--- src/rtl/usb_xfer_loopback_pkg.sv ---
// Shared definitions for the usb_xfer loopback/pattern data engine:
// mode encodings, OUT-side receive FSM states and FIFO entry layout.
package usb_xfer_loopback_pkg;

  localparam logic [1:0] LB_MODE_LOOPBACK = 2'd0;
  localparam logic [1:0] LB_MODE_PATTERN  = 2'd1;
  localparam logic [1:0] LB_MODE_CONSTANT = 2'd2;

  typedef enum logic [1:0] {
    IDLE    = 2'd0,
    RECV    = 2'd1,
    DISCARD = 2'd2
  } rx_state_e;

  // FIFO entry is {last, data}
  localparam int ENTRY_DATA_W   = 8;
  localparam int ENTRY_W        = 9;
  localparam int ENTRY_LAST_BIT = 8;

  function automatic logic [ENTRY_W-1:0] make_entry(input logic last,
                                                    input logic [ENTRY_DATA_W-1:0] data);
    return {last, data};
  endfunction

endpackage

--- src/rtl/usb_pkt_fifo.sv ---
// Packet-aware commit/rewind FIFO. OUT beats are written speculatively and
// only become readable once their packet ends cleanly; errored or overflowing
// packets are rewound. A registered output stage feeds the IN stream.
module usb_pkt_fifo
  import usb_xfer_loopback_pkg::*;
#(
  parameter int DEPTH = 64
) (
  input  logic       clk,
  input  logic       rst,          // asynchronous, active-low
  input  logic       lb_en,        // loopback active: OUT beats go into the FIFO
  input  logic       rd_en,        // output register may be loaded
  input  logic [7:0] rx_tdata,
  input  logic       rx_tlast,
  input  logic       rx_error,
  input  logic       rx_tvalid,
  output logic       rx_tready,
  output logic [7:0] out_tdata,
  output logic       out_tlast,
  output logic       out_tvalid,
  input  logic       out_tready,
  output logic       commit_pulse,
  output logic       drop_pulse
);

  localparam int AW = $clog2(DEPTH);
  localparam int PW = AW + 1;

  logic [ENTRY_W-1:0] mem [DEPTH];
  rx_state_e          state_q;
  logic [PW-1:0]      wr_ptr_q, wr_commit_q, rd_ptr_q;
  logic               err_q, run_q, commit_q, drop_q;
  logic [ENTRY_W-1:0] out_word_q;
  logic               out_valid_q;

  logic full, ovf, accepting, rx_beat, wr_fire, err_now, load;

  // Ready/overflow decode; an overflowing beat is taken and dropped so the
  // host never sees back-pressure for a packet that cannot fit
  always_comb begin
    full      = (wr_ptr_q - rd_ptr_q) == PW'(DEPTH);
    accepting = lb_en && (state_q != DISCARD);
    ovf       = accepting && full && (rd_ptr_q == wr_commit_q);
    rx_tready = run_q && (!accepting || !full || ovf);
    rx_beat   = rx_tvalid && rx_tready;
    wr_fire   = rx_beat && accepting && !ovf;
    err_now   = err_q || rx_error;
    load      = rd_en && (rd_ptr_q != wr_commit_q) && (!out_valid_q || out_tready);
  end

  // Storage write port (no reset so it maps onto block RAM)
  always_ff @(posedge clk) begin
    if (wr_fire) mem[wr_ptr_q[AW-1:0]] <= make_entry(rx_tlast, rx_tdata);
  end

  // Receive FSM with write/commit pointer management
  always_ff @(posedge clk or negedge rst) begin
    if (!rst) begin
      state_q     <= IDLE;
      wr_ptr_q    <= '0;
      wr_commit_q <= '0;
      err_q       <= 1'b0;
      run_q       <= 1'b0;
      commit_q    <= 1'b0;
      drop_q      <= 1'b0;
    end else begin
      run_q    <= 1'b1;
      commit_q <= 1'b0;
      drop_q   <= 1'b0;
      if (!lb_en) begin
        // Leaving loopback mid-packet abandons the partial packet
        if (state_q != IDLE) begin
          wr_ptr_q <= wr_commit_q;
          err_q    <= 1'b0;
          if (state_q == RECV) drop_q <= 1'b1;
          state_q  <= (rx_beat && rx_tlast) ? IDLE : DISCARD;
        end
      end else begin
        case (state_q)
          IDLE, RECV: begin
            if (rx_beat) begin
              if (ovf) begin
                wr_ptr_q <= wr_commit_q;
                err_q    <= 1'b0;
                drop_q   <= 1'b1;
                state_q  <= rx_tlast ? IDLE : DISCARD;
              end else if (rx_tlast) begin
                err_q   <= 1'b0;
                state_q <= IDLE;
                if (err_now) begin
                  wr_ptr_q <= wr_commit_q;
                  drop_q   <= 1'b1;
                end else begin
                  wr_ptr_q    <= wr_ptr_q + 1'b1;
                  wr_commit_q <= wr_ptr_q + 1'b1;
                  commit_q    <= 1'b1;
                end
              end else begin
                wr_ptr_q <= wr_ptr_q + 1'b1;
                err_q    <= err_now;
                state_q  <= RECV;
              end
            end
          end
          DISCARD: begin
            if (rx_beat && rx_tlast) state_q <= IDLE;
          end
          default: state_q <= IDLE;
        endcase
      end
    end
  end

  // Registered read / output stage; holds while the consumer stalls
  always_ff @(posedge clk or negedge rst) begin
    if (!rst) begin
      rd_ptr_q    <= '0;
      out_word_q  <= '0;
      out_valid_q <= 1'b0;
    end else if (load) begin
      out_word_q  <= mem[rd_ptr_q[AW-1:0]];
      out_valid_q <= 1'b1;
      rd_ptr_q    <= rd_ptr_q + 1'b1;
    end else if (out_valid_q && out_tready) begin
      out_valid_q <= 1'b0;
    end
  end

  assign out_tdata    = out_word_q[ENTRY_DATA_W-1:0];
  assign out_tlast    = out_word_q[ENTRY_LAST_BIT];
  assign out_tvalid   = out_valid_q;
  assign commit_pulse = commit_q;
  assign drop_pulse   = drop_q;

endmodule

--- src/rtl/usb_xfer_loopback.sv ---
// Endpoint-side data engine for the usb_xfer application streams: loopback
// FIFO, incrementing-pattern and constant-byte IN generators, and an
// automatic delayed control acknowledge.
// Optional statistics counters are built when USB_XFER_LOOPBACK_STATS_EN is defined.
module usb_xfer_loopback
  import usb_xfer_loopback_pkg::*;
#(
  parameter int DEPTH         = 64,
  parameter int CTL_ACK_DELAY = 4,
  parameter int CNT_W         = 16
) (
  input  logic             clk,
  input  logic             rst,            // asynchronous, active-low
  input  logic [1:0]       mode,
  input  logic [7:0]       fill_byte,
  input  logic [10:0]      pkt_len,
  input  logic             ctl_req,
  output logic             ctl_ack,
`ifdef USB_XFER_LOOPBACK_STATS_EN
  output logic [CNT_W-1:0] stat_rx_pkts,
  output logic [CNT_W-1:0] stat_rx_drops,
  output logic [CNT_W-1:0] stat_tx_pkts,
`endif
  input  logic [7:0]       xfer_rx_tdata,
  input  logic             xfer_rx_tlast,
  input  logic             xfer_rx_error,
  input  logic             xfer_rx_tvalid,
  output logic             xfer_rx_tready,
  output logic [7:0]       xfer_tx_tdata,
  output logic             xfer_tx_tlast,
  output logic             xfer_tx_tvalid,
  input  logic             xfer_tx_tready
);

  localparam int ACK_W = $clog2(CTL_ACK_DELAY + 2);

  logic [1:0]       mode_q, mode_d;
  logic [10:0]      tx_idx_q, tx_idx_d;
  logic [7:0]       pat_q, pat_d;
  logic             ctl_req_q, ack_busy_q, ack_busy_d, ctl_ack_q, ctl_ack_d;
  logic [ACK_W-1:0] ack_cnt_q, ack_cnt_d;

  logic        lb_active, rd_en, tx_hs, gen_last;
  logic [10:0] len_m1;
  logic [7:0]  fifo_tdata;
  logic        fifo_tlast, fifo_tvalid, commit_pulse, drop_pulse;

  assign lb_active = (mode_q == LB_MODE_LOOPBACK);
  // Do not load a new loopback word on the edge that leaves loopback
  assign rd_en     = lb_active && (mode_d == LB_MODE_LOOPBACK);

  usb_pkt_fifo #(.DEPTH(DEPTH)) u_fifo (
    .clk          (clk),
    .rst          (rst),
    .lb_en        (lb_active),
    .rd_en        (rd_en),
    .rx_tdata     (xfer_rx_tdata),
    .rx_tlast     (xfer_rx_tlast),
    .rx_error     (xfer_rx_error),
    .rx_tvalid    (xfer_rx_tvalid),
    .rx_tready    (xfer_rx_tready),
    .out_tdata    (fifo_tdata),
    .out_tlast    (fifo_tlast),
    .out_tvalid   (fifo_tvalid),
    .out_tready   (xfer_tx_tready),
    .commit_pulse (commit_pulse),
    .drop_pulse   (drop_pulse)
  );

  // IN stream mux and generator/mode next-state
  always_comb begin
    len_m1   = (pkt_len == 11'd0) ? 11'd0 : pkt_len - 11'd1;
    gen_last = (tx_idx_q >= len_m1);
    case (mode_q)
      LB_MODE_LOOPBACK: begin
        xfer_tx_tvalid = fifo_tvalid;
        xfer_tx_tdata  = fifo_tdata;
        xfer_tx_tlast  = fifo_tlast;
      end
      LB_MODE_PATTERN: begin
        xfer_tx_tvalid = 1'b1;
        xfer_tx_tdata  = pat_q;
        xfer_tx_tlast  = gen_last;
      end
      default: begin
        xfer_tx_tvalid = 1'b1;
        xfer_tx_tdata  = fill_byte;
        xfer_tx_tlast  = gen_last;
      end
    endcase
    tx_hs    = xfer_tx_tvalid && xfer_tx_tready;
    tx_idx_d = tx_idx_q;
    pat_d    = pat_q;
    if (tx_hs) begin
      tx_idx_d = xfer_tx_tlast ? 11'd0 : tx_idx_q + 11'd1;
      if (mode_q == LB_MODE_PATTERN) pat_d = pat_q + 8'd1;
    end
    // Mode only changes at an IN packet boundary
    mode_d = mode_q;
    if ((tx_hs && xfer_tx_tlast) || (tx_idx_q == 11'd0 && !fifo_tvalid && !tx_hs))
      mode_d = mode;
  end

  // Control acknowledge timer: rising edge arms, falling request aborts
  always_comb begin
    ack_cnt_d  = ack_cnt_q;
    ack_busy_d = ack_busy_q;
    ctl_ack_d  = 1'b0;
    if (ack_busy_q) begin
      if (!ctl_req) begin
        ack_busy_d = 1'b0;
      end else if (ack_cnt_q <= ACK_W'(1)) begin
        ack_busy_d = 1'b0;
        ack_cnt_d  = '0;
        ctl_ack_d  = 1'b1;
      end else begin
        ack_cnt_d = ack_cnt_q - 1'b1;
      end
    end else if (ctl_req && !ctl_req_q && (CTL_ACK_DELAY != 0)) begin
      ack_busy_d = 1'b1;
      ack_cnt_d  = ACK_W'(CTL_ACK_DELAY);
    end
  end

  // Mode, generator and timer state
  always_ff @(posedge clk or negedge rst) begin
    if (!rst) begin
      mode_q     <= LB_MODE_LOOPBACK;
      tx_idx_q   <= '0;
      pat_q      <= '0;
      ctl_req_q  <= 1'b0;
      ack_busy_q <= 1'b0;
      ack_cnt_q  <= '0;
      ctl_ack_q  <= 1'b0;
    end else begin
      mode_q     <= mode_d;
      tx_idx_q   <= tx_idx_d;
      pat_q      <= pat_d;
      ctl_req_q  <= ctl_req;
      ack_busy_q <= ack_busy_d;
      ack_cnt_q  <= ack_cnt_d;
      ctl_ack_q  <= ctl_ack_d;
    end
  end

  assign ctl_ack = ctl_ack_q;

`ifdef USB_XFER_LOOPBACK_STATS_EN
  logic [CNT_W-1:0] rx_pkts_q, rx_pkts_d, rx_drops_q, rx_drops_d, tx_pkts_q, tx_pkts_d;

  // Saturating packet statistics
  always_comb begin
    rx_pkts_d  = rx_pkts_q;
    rx_drops_d = rx_drops_q;
    tx_pkts_d  = tx_pkts_q;
    if (commit_pulse && rx_pkts_q != '1)          rx_pkts_d  = rx_pkts_q + 1'b1;
    if (drop_pulse && rx_drops_q != '1)           rx_drops_d = rx_drops_q + 1'b1;
    if (tx_hs && xfer_tx_tlast && tx_pkts_q != '1) tx_pkts_d = tx_pkts_q + 1'b1;
  end

  // Statistics registers
  always_ff @(posedge clk or negedge rst) begin
    if (!rst) begin
      rx_pkts_q  <= '0;
      rx_drops_q <= '0;
      tx_pkts_q  <= '0;
    end else begin
      rx_pkts_q  <= rx_pkts_d;
      rx_drops_q <= rx_drops_d;
      tx_pkts_q  <= tx_pkts_d;
    end
  end

  assign stat_rx_pkts  = rx_pkts_q;
  assign stat_rx_drops = rx_drops_q;
  assign stat_tx_pkts  = tx_pkts_q;
`else
  logic unused_stat_pulses;
  assign unused_stat_pulses = commit_pulse ^ drop_pulse;
`endif

endmodule
--- config.mk ---
export PLATFORM = sky130hd
export DESIGN_NAME = usb_xfer_loopback
export DESIGN_NICKNAME = d
export VERILOG_FILES = /design/src/rtl/usb_xfer_loopback_pkg.sv /design/src/rtl/usb_pkt_fifo.sv /design/src/rtl/usb_xfer_loopback.sv
export SDC_FILE = /design/constraint.sdc
export NUM_CORES = 1
export LEC_CHECK = 0
export CELL_PAD_IN_SITES_DETAIL_PLACEMENT = 1
export CELL_PAD_IN_SITES_GLOBAL_PLACEMENT = 2
export CORE_ASPECT_RATIO = 0.8
export CORE_MARGIN = 3
export CORE_UTILIZATION = 50
export CTS_BUF_LIST = sky130_fd_sc_hd__clkbuf_4
export CTS_CLUSTER_DIAMETER = 120
export DETAILED_ROUTE_END_ITERATION = 8
export HOLD_SLACK_MARGIN = 0.08
export PLACE_DENSITY = 0.85
export SLEW_MARGIN = 25
export SYNTH_ARGS = -nofsm -noshare
export SYNTH_HDL_FRONTEND = slang
export SYNTH_SLANG_ARGS = --single-unit
--- constraint.sdc ---
create_clock -name clk -period 6.6 [get_ports clk]
set_input_delay 1.32 -clock clk [delete_from_list [all_inputs] [get_ports clk]]
set_output_delay 1.32 -clock clk [all_outputs]
set_load 0.005 [all_outputs]
* After elaboration in Yosys (flattened, before gate mapping) *
Memories as Yosys holds them, arrays and structs flattened. A register that Yosys moved wholly into a read port is not among the register bits.
Index checks and enable logic that the tools add are counted.

operators by class
  add/sub/neg operators = 7
  $lt $le $gt $ge = 2
  equal/unequal tests = 12
  multiplexer cells = 43
  bitwise operators = 1
  reduce and logical (&&, ||, !) cells = 44

operator list
  cell                                                                     number
  7-bit 2-to-1 mux                                                         7
  11-bit zero test                                                         2
  11-bit 2-to-1 mux                                                        2
  1-bit 2-to-1 mux                                                         20
  1-bit logical AND                                                        17
  2-bit 2-to-1 mux                                                         8
  8-bit one-hot mux with 2 select lines                                    1
  7-bit by 1-bit adder with 7-bit output, second input constant            2
  3-bit 2-to-1 mux                                                         4
  11-bit by 1-bit adder with 11-bit output, second input constant          1
  11-bit greater-or-equal comparator                                       1
  11-bit by 1-bit subtractor with 11-bit output, second input constant     1
  8-bit by 1-bit adder with 8-bit output, second input constant            1
  2-bit nonzero test                                                       4
  7-bit == test                                                            1
  7-bit == test, second input constant                                     1
  1-bit zero test                                                          7
  7-bit inequality test                                                    1
  7-bit subtractor                                                         1
  2-bit zero test                                                          3
  3-bit by 2-bit inequality test with 1-bit output, second input constant  2
  3-bit AND reduction                                                      2
  1-bit logical OR                                                         5
  5-bit AND reduction                                                      1
  other kinds (10)                                                         14

word-level totals
  register bits after elaboration = 53
  bits in writable memories = 576
  input port bits = 36
  output and inout bits = 12
  logic and storage cells = 124
  memories kept = 1

memories
  name        words  bits a word  rd ports  clocked after Yosys merged registers in  write ports  line                RTL
  u_fifo.mem  64     9            1         1                                        1            usb_pkt_fifo.sv:29  logic [ENTRY_W-1:0] mem [DEPTH];

* Depth between registers and ports, before layout *
Gate-level depths: netlist of run 1.

  word-level depth = 12
  gate-level depth with buffers = 18
  gate-level depth less buffers = 15

* Hierarchy *
A second synthesis of run 1 with hierarchy kept.

second synthesis, totals
  cells, all modules = 1545
  area, all modules = 26454.1 um^2

by module, submodules not included
  module             times used  cells an instance  area each (um^2)  seq. area each (um^2)
  usb_pkt_fifo       1           1320               24487.2           18222.5
  usb_xfer_loopback  1           225                1966.9            675.6

* Least setup slack after synthesis of run 1 *
OpenSTA, ideal clock, no wires.

  kind = input to output
  from = in pkt_len[3]
  to = out xfer_tx_tlast
  arrival time = 3.712 ns
  setup slack = 1.568 ns
  stages = 13
  path buffers = 2
  cells stage by stage = or4_1 -> nor3_1 -> nand2_1 -> or2_1 -> buf_2 -> and2_1 -> ha_1 -> nor2b_1 -> o21ai_0 -> a21oi_1 -> nor2_1 -> o22a_1 -> clkbuf_1

on the way
  word-level cells in the longest chain between the ends = 4
  elaborated cells between the ends (all ways) = 5
  classes of those cells = add/sub (1); order compare (1); mux (2); reduce/logical (1)

RTL lines
  item                                                                               line                     RTL
  start: declaration                                                                 usb_xfer_loopback.sv:16  input logic [10:0] pkt_len,
  11-bit by 1-bit subtractor with 11-bit output or 11-bit zero test (tied branches)  usb_xfer_loopback.sv:72  len_m1 = (pkt_len == 11'd0) ? 11'd0 : pkt_len - 11'd1;
  11-bit 2-to-1 mux *                                                                usb_xfer_loopback.sv:72
  11-bit greater-or-equal comparator *                                               usb_xfer_loopback.sv:73  gen_last = (tx_idx_q >= len_m1);
  1-bit 2-to-1 mux *                                                                 usb_xfer_loopback.sv:74  case (mode_q)
  end: declaration                                                                   usb_xfer_loopback.sv:30  output logic xfer_tx_tlast,

Mark *: on every way between the ends. The rest lies on a longest branch, timed or not.

* Worst setup path after layout of run 1 *
Same ends and word-level chain as after synthesis.

==> impl_metrics.json, run 1 <==
{
  "io_pins": 48,
  "fin_crit_ps": 6270,
  "die_y_um": 212,
  "root_buffer": "clkbuf_4",
  "fin_hold_ws_ps": 498,
  "critical_path_required_ps": 5280,
  "vias_per_cell": 6.08,
  "peakVddDrop_mv": 0.286,
  "ys_ff_latch": 638,
  "tns_ps": 0,
  "setup_ws_ps": 334,
  "cts_tree": "done",
  "synth_cell_types": 82,
  "critPathMaxFanout": 10,
  "start_util_pct": 51.1,
  "die_w_um": 263,
  "drc": 0,
  "drt_iter0_drc": 1598,
  "cpLargestDelayFamily": "simple AND/OR/NAND/NOR gates",
  "hold_path_class": "reg2reg",
  "avgSynthCellArea_sq_um": 17.5,
  "finalSetupViolCount": 0,
  "timing.rr.end": "u_fifo.mem[29][6]",
  "fin_area_sq_mm": 0.0293,
  "cts_max_level": 4,
  "placed_area_sq_mm": 0.0274,
  "drive_above_1_share_pct": 23.6,
  "drv_slew": 0,
  "grt_overflow": 0,
  "core_sq_mm": 0.0517,
  "num_rows": 74,
  "cpPeakStageDelay_ps": 600,
  "synth-edff-count": 576,
  "crit_type": "in2out",
  "yosysSeqAreaShare_pct": 71.4,
  "r2r_start": "u_fifo.rd_ptr_q[5]",
  "crit_slowest_cell": "or4_1",
  "maxCapViolCount": 0,
  "crit_path_end": "xfer_tx_tlast",
  "cp-end-kind": "output pin",
  "numPortBuffers": 47,
  "path_buf_inv": 2,
  "grt_pass1_wl_um": 100000,
  "synth_fp_nets": 1573,
  "p_leak_nw": 9.98,
  "crit_path_cell_trace": "clkdlybuf4s50_1 > or4_1 > nor3_1 > nand2_1 > or2_1 > and2_1 > ha_1 > nor2b_1 > o21ai_0 > a21oi_1 > nor2_1 > o22a_2 > clkdlybuf4s50_1",
  "max_freq_mhz": 160,
  "antenna_found_initial": 4,
  "cts_buffers": 157,
  "gp_congestion": 0.869,
  "final_nets": 1722,
  "grt_usage_pct": 24.6,
  "first_pass_iters": 7,
  "async_flop_share_pct": 9.72,
  "cp-startpoint": "pkt_len[3]",
  "netlist_instances": 1512,
  "clk_pin_slew_worst_paths_ps": 60,
  "cp.depth": 13,
  "fin_worst_skew_ps": 88.7,
  "syn_area_sq_mm": 0.0264,
  "startpoint_type": "input port",
  "via_count": 14800,
  "grt_max_degree": 122,
  "rsz0062_at_grt": "no",
  "ff2ff_path_depth": 9,
  "hpwl_um": 40400,
  "clock_path_buffers": 3,
  "worst_pin_slew_ps": 1050,
  "dp.cells": 2186,
  "syn_to_final_growth_pct": 11.1,
  "cp_common_cell": "clkdlybuf4s50_1",
  "finalHoldViolCount": 0,
  "r2r_slack_ps": 1690,
  "min_path_cells": 1,
  "ant_nets": 0,
  "grt_pass1_vias": 15700,
  "cts_sinks": 638,
  "routedWlPerCell_um": 27.4,
  "slew-limit-headroom_pct": 29.4,
  "power_density_mw_per_mm2": 397,
  "drt_wl_total_um": 66900,
  "instances_no_fill": 2442,
  "die_area_sq_mm": 0.0556,
  "yosys_warnings": 0,
  "clock_latency_ps": 1000,
  "synth_ff_type": "edfxtp_1",
  "status": "completed",
  "fin_crit_sh_pct": 94.9,
  "arrival_ps": 4950,
  "pre_cts_ws_ps": 239
}
where the power goes:
part / internal (mW) / switching, mW
combinational: 1.43 / 2.22
clock: 1.68 / 1.55
sequential: 4.53 / 0.246
worst register-to-register path, delay by kind of cell, from the launching register on:
family | cells | cell delay (ps)
and+or+nand+nor | 4 | 2120
adders and majority gates | 1 | 490
DFF | 1 | 760
buffers and inverters | 1 | 550
xor gates and xnor gates | 1 | 130
AOI/OAI and AO/OA | 2 | 460
layer usage:
metal	GRT usage [%]	wire (um)
met1	34.6	28600
met2	36.8	30500
met3	6.54	5750
met4	10.5	2120
met5	0	0
sequential cells by signal, indices dropped and copies added, names as in the netlist:
signal / flops
u_fifo.mem: 576
tx_idx_q: 11
u_fifo.out_word_q: 9
pat_q: 8
u_fifo.rd_ptr_q: 7
u_fifo.wr_commit_q: 7
u_fifo.wr_ptr_q: 7
ack_cnt_q: 3
mode_q: 2
u_fifo.state_q: 2
ack_busy_q: 1
ctl_ack: 1
ctl_req_q: 1
u_fifo.err_q: 1
u_fifo.out_tvalid: 1
u_fifo.run_q: 1
per-stage QoR:
stage	total power, mW	util [%]
after floorplan	7.27	-
after global placement	8.39	53.1
after detailed placement	8.49	53.1
after CTS	11.7	56.8
after global routing	12.2	56.8
final	11.7	56.8
cell usage after synthesis, drive strengths merged, types with 5 or more instances:
cell / number / area share [%]
edfxtp: 576 / 65
nor2: 108 / 1.6
mux4: 107 / 9.1
nand2: 100 / 1.4
mux2i: 97 / 3.7
dfrtp: 62 / 5.9
o21ai: 58 / 1.1
buf: 49 / 1.3
a21oi: 40 / 0.76
a22oi: 34 / 0.97
clkbuf: 27 / 0.38
ha: 25 / 1.2
xnor2: 21 / 0.72
xor2: 20 / 0.66
nand3: 16 / 0.40
o221ai: 14 / 0.46
inv: 13 / 0.18
nand4: 13 / 0.36
nor3: 10 / 0.25
a221oi: 9 / 0.30
a31oi: 7 / 0.19
a22o: 6 / 0.20
mux2: 6 / 0.26
or3: 6 / 0.16
and2: 5 / 0.12
nand3b: 5 / 0.24
nor4: 5 / 0.23
cell families after synthesis:
kind of cell / count (synthesis) / synth area share (%)
adder cells (fa/ha/maj): 25 / 1.18
flip-flops: 638 / 71.4
XOR/XNOR: 41 / 1.39
AND/OR/NAND/NOR: 295 / 5.60
other: 1 / 0.0142
AO/OA/AOI/OAI: 209 / 5.51
multiplexers: 210 / 13.1
buffers and inverters: 93 / 1.89
placed cells by master, fill, tap and decap left out, drive strengths merged, types with 34 or more instances in the layout:
cell / instances
mux4: 107
edfxtp: 576
clkdlybuf4s50: 37
dfrtp: 62
mux2i: 97
nor2: 108
a21oi: 40
nand2: 100
o21ai: 58
a22oi: 34
clkbuf: 220
area by class of cell:
| type | count | area, sq um |
|---|---|---|
| clock inverters | 33 | 243 |
| flip-flops and latches | 638 | 18900 |
| diodes | 3 | 7.51 |
| clock buffers | 220 | 1650 |
| inverters | 17 | 63.8 |
| fillers | 4761 | 22300 |
| multi-input cells | 781 | 7090 |
| well taps | 684 | 856 |
| repair buffers | 66 | 578 |
worst min path at each step:
stage / startpoint / end / slack (ps)
after floorplan: pat_q[7] / pat_q[7] / 450
after global placement: u_fifo.out_word_q[6] / u_fifo.out_word_q[6] / 470
after detailed placement: pat_q[7] / pat_q[7] / 480
after CTS: rst / u_fifo.wr_commit_q[2] / 450
after global routing: rst / pat_q[1] / 520
final: pat_q[7] / pat_q[7] / 500
timing repair:
action,in CTS,in global routing
hold buffers,0,0
hold endpoints to repair,0,0
setup buffers,0,0
setup endpoints to repair,0,1
resized for setup,0,1
(Power assumes the default switching activity.)
==> inputs of run 2 (changes only) <==
Settings changed: CORE_UTILIZATION 50 to 54, PLACE_DENSITY 0.85 to 0.91.
==> run 2 against run 1 <==
- sequential share of layout area hardly changed
- sequential power is 1% higher
- first-iteration DRC count is 6.2% higher
- register-to-register slack worse by 70 ps
- fmax is 0.89% higher
- clock-buffer cell count is 8 higher
==> impl_metrics.json, run 2 (synthesis results as in run 1) <==
{
  "status": "completed",
  "largest_reg_flops": 576,
  "tns_ps": 0,
  "num_rows": 71,
  "critPathMaxFanout": 10,
  "layout_common_cells": "edfxtp_1, clkbuf_4, mux4_2",
  "peakVddDrop_mv": 0.331,
  "cts_max_level": 4,
  "core_sq_mm": 0.0477,
  "clk_pin_slew_worst_paths_ps": 60,
  "p_leak_nw": 10.0,
  "path_buf_inv": 2,
  "via_count": 15000,
  "antenna_found_initial": 5,
  "worst_pin_slew_ps": 1010,
  "finalHoldViolCount": 0,
  "root_buffer": "clkbuf_4",
  "hold_path_class": "reg2reg",
  "die_area_sq_mm": 0.0516,
  "hpwl_um": 40700,
  "p_int_mw": 7.69,
  "critical_path_required_ps": 5280,
  "io_pins": 48,
  "final_common_cell": "edfxtp_1",
  "power_mw": 11.7,
  "switching_share_pct": 34.4,
  "cts_hold_buf": 0,
  "clock_path_buffers": 3,
  "r2r_slack_ps": 1620,
  "p_comb_share_pct": 30.8,
  "startpoint_type": "input port",
  "drive_above_1_share_pct": 24.1,
  "p_clk_share_pct": 28.0,
  "cp-end-kind": "output pin",
  "grt_overflow": 0,
  "fin_crit_ps": 6210,
  "grt_max_degree": 87,
  "syn_to_final_growth_pct": 11.1,
  "grt_pass1_wl_um": 101000,
  "numPortBuffers": 47,
  "max_freq_mhz": 161,
  "die_y_um": 204,
  "gp_congestion": 0.862,
  "clock_latency_ps": 900,
  "drc": 0,
  "crit_type": "in2out",
  "fin_crit_sh_pct": 94.1,
  "cts_buffers": 157,
  "grt_pass1_vias": 15900,
  "crit_slowest_cell": "or4_1",
  "cpPeakStageDelay_ps": 600,
  "first_pass_iters": 5,
  "finalSetupViolCount": 0,
  "p_seq_share_pct": 41.1,
  "fin_worst_skew_ps": 53.3,
  "final_nets": 1723,
  "crit_path_cell_trace": "clkdlybuf4s50_1 > or4_1 > nor3_1 > nand2_1 > or2_1 > and2_1 > ha_1 > nor2b_1 > o21ai_0 > a21oi_1 > nor2_1 > o22a_2 > clkdlybuf4s50_1",
  "drt_iter0_drc": 1697,
  "cp_common_cell": "clkdlybuf4s50_1",
  "drv_slew": 0,
  "grt_usage_pct": 26.9,
  "maxCapViolCount": 0,
  "routedWlPerCell_um": 28.3,
  "ant_nets": 0,
  "slew-limit-headroom_pct": 32.5,
  "power.switching_mw": 4.04,
  "drt_wl_total_um": 67500,
  "vias_per_cell": 6.31,
  "start_util_pct": 55.4,
  "die_w_um": 253,
  "power_density_mw_per_mm2": 400,
  "cts_sinks": 638,
  "cts_tree": "done",
  "rsz0062_at_grt": "no",
  "arrival_ps": 4890,
  "cpLargestDelayFamily": "simple AND/OR/NAND/NOR gates"
}
## run 2: per-layer routing
| metal | vias to the layer above | GRT usage, % | share of wire (%) |
|---|---|---|---|
| met1 | 7781 | 38.0 | 42 |
| met4 | 4 | 9.04 | 2.5 |
| met3 | 111 | 7.89 | 9.2 |
| li1 | 6410 | - | - |
| met5 | - | 0 | 0.040 |
| met2 | 740 | 40.9 | 47 |
## run 2: power by group through the flow
stage               Clock, mW  Combinational [mW]  Sequential (mW)
finish                   3.29                3.62             4.83
CTS                      3.36                3.57             4.83
global placement            0                3.42             4.91
global route             3.59                3.84             4.86
floorplan                   0                2.56             4.70
detailed placement          0                3.55             4.91
## run 2: what timing repair did
item | in CTS | in global routing
setup endpoints to repair | 0 | 1
gates resized for setup | 0 | 1
setup buffers | 0 | 0
## run 2: cell type report
cell class,count,area [sq um]
Sequential cell,638,18900
Fill cell,4231,18400
Multi-Input combinational cell,781,7080
Clock buffer,228,1710
Tap cell,620,776
Timing Repair Buffer,67,591
Clock inverter,30,250
Inverter,17,63.8
Antenna cell,2,5.00
## run 2: final timing paths
kind                               startpoint  cells after the start            endpoint
max                                pkt_len[3]                     13       xfer_tx_tlast
min reg2reg                          pat_q[7]                      1            pat_q[7]
min in group asynchronous                 rst                      2            pat_q[4]
max in group asynchronous                 rst                      2  u_fifo.rd_ptr_q[1]
max reg2reg                u_fifo.rd_ptr_q[5]                      9    u_fifo.mem[9][4]
min                                  pat_q[7]                      1            pat_q[7]
## run 2: stage by stage
step                      hold slack, ps  cells  util (%)  cell area (sq um)  setup WS, ps
after detailed placement             467   2123      57.4              27400           250
after global routing                 527   2383      61.5              29300          64.9
final                                482   2383      61.5              29300           389
after global placement               466   2123      57.3              27400           356
after floorplan                      445   1512         -              26400          1570
after CTS                            479   2381      61.5              29300           247
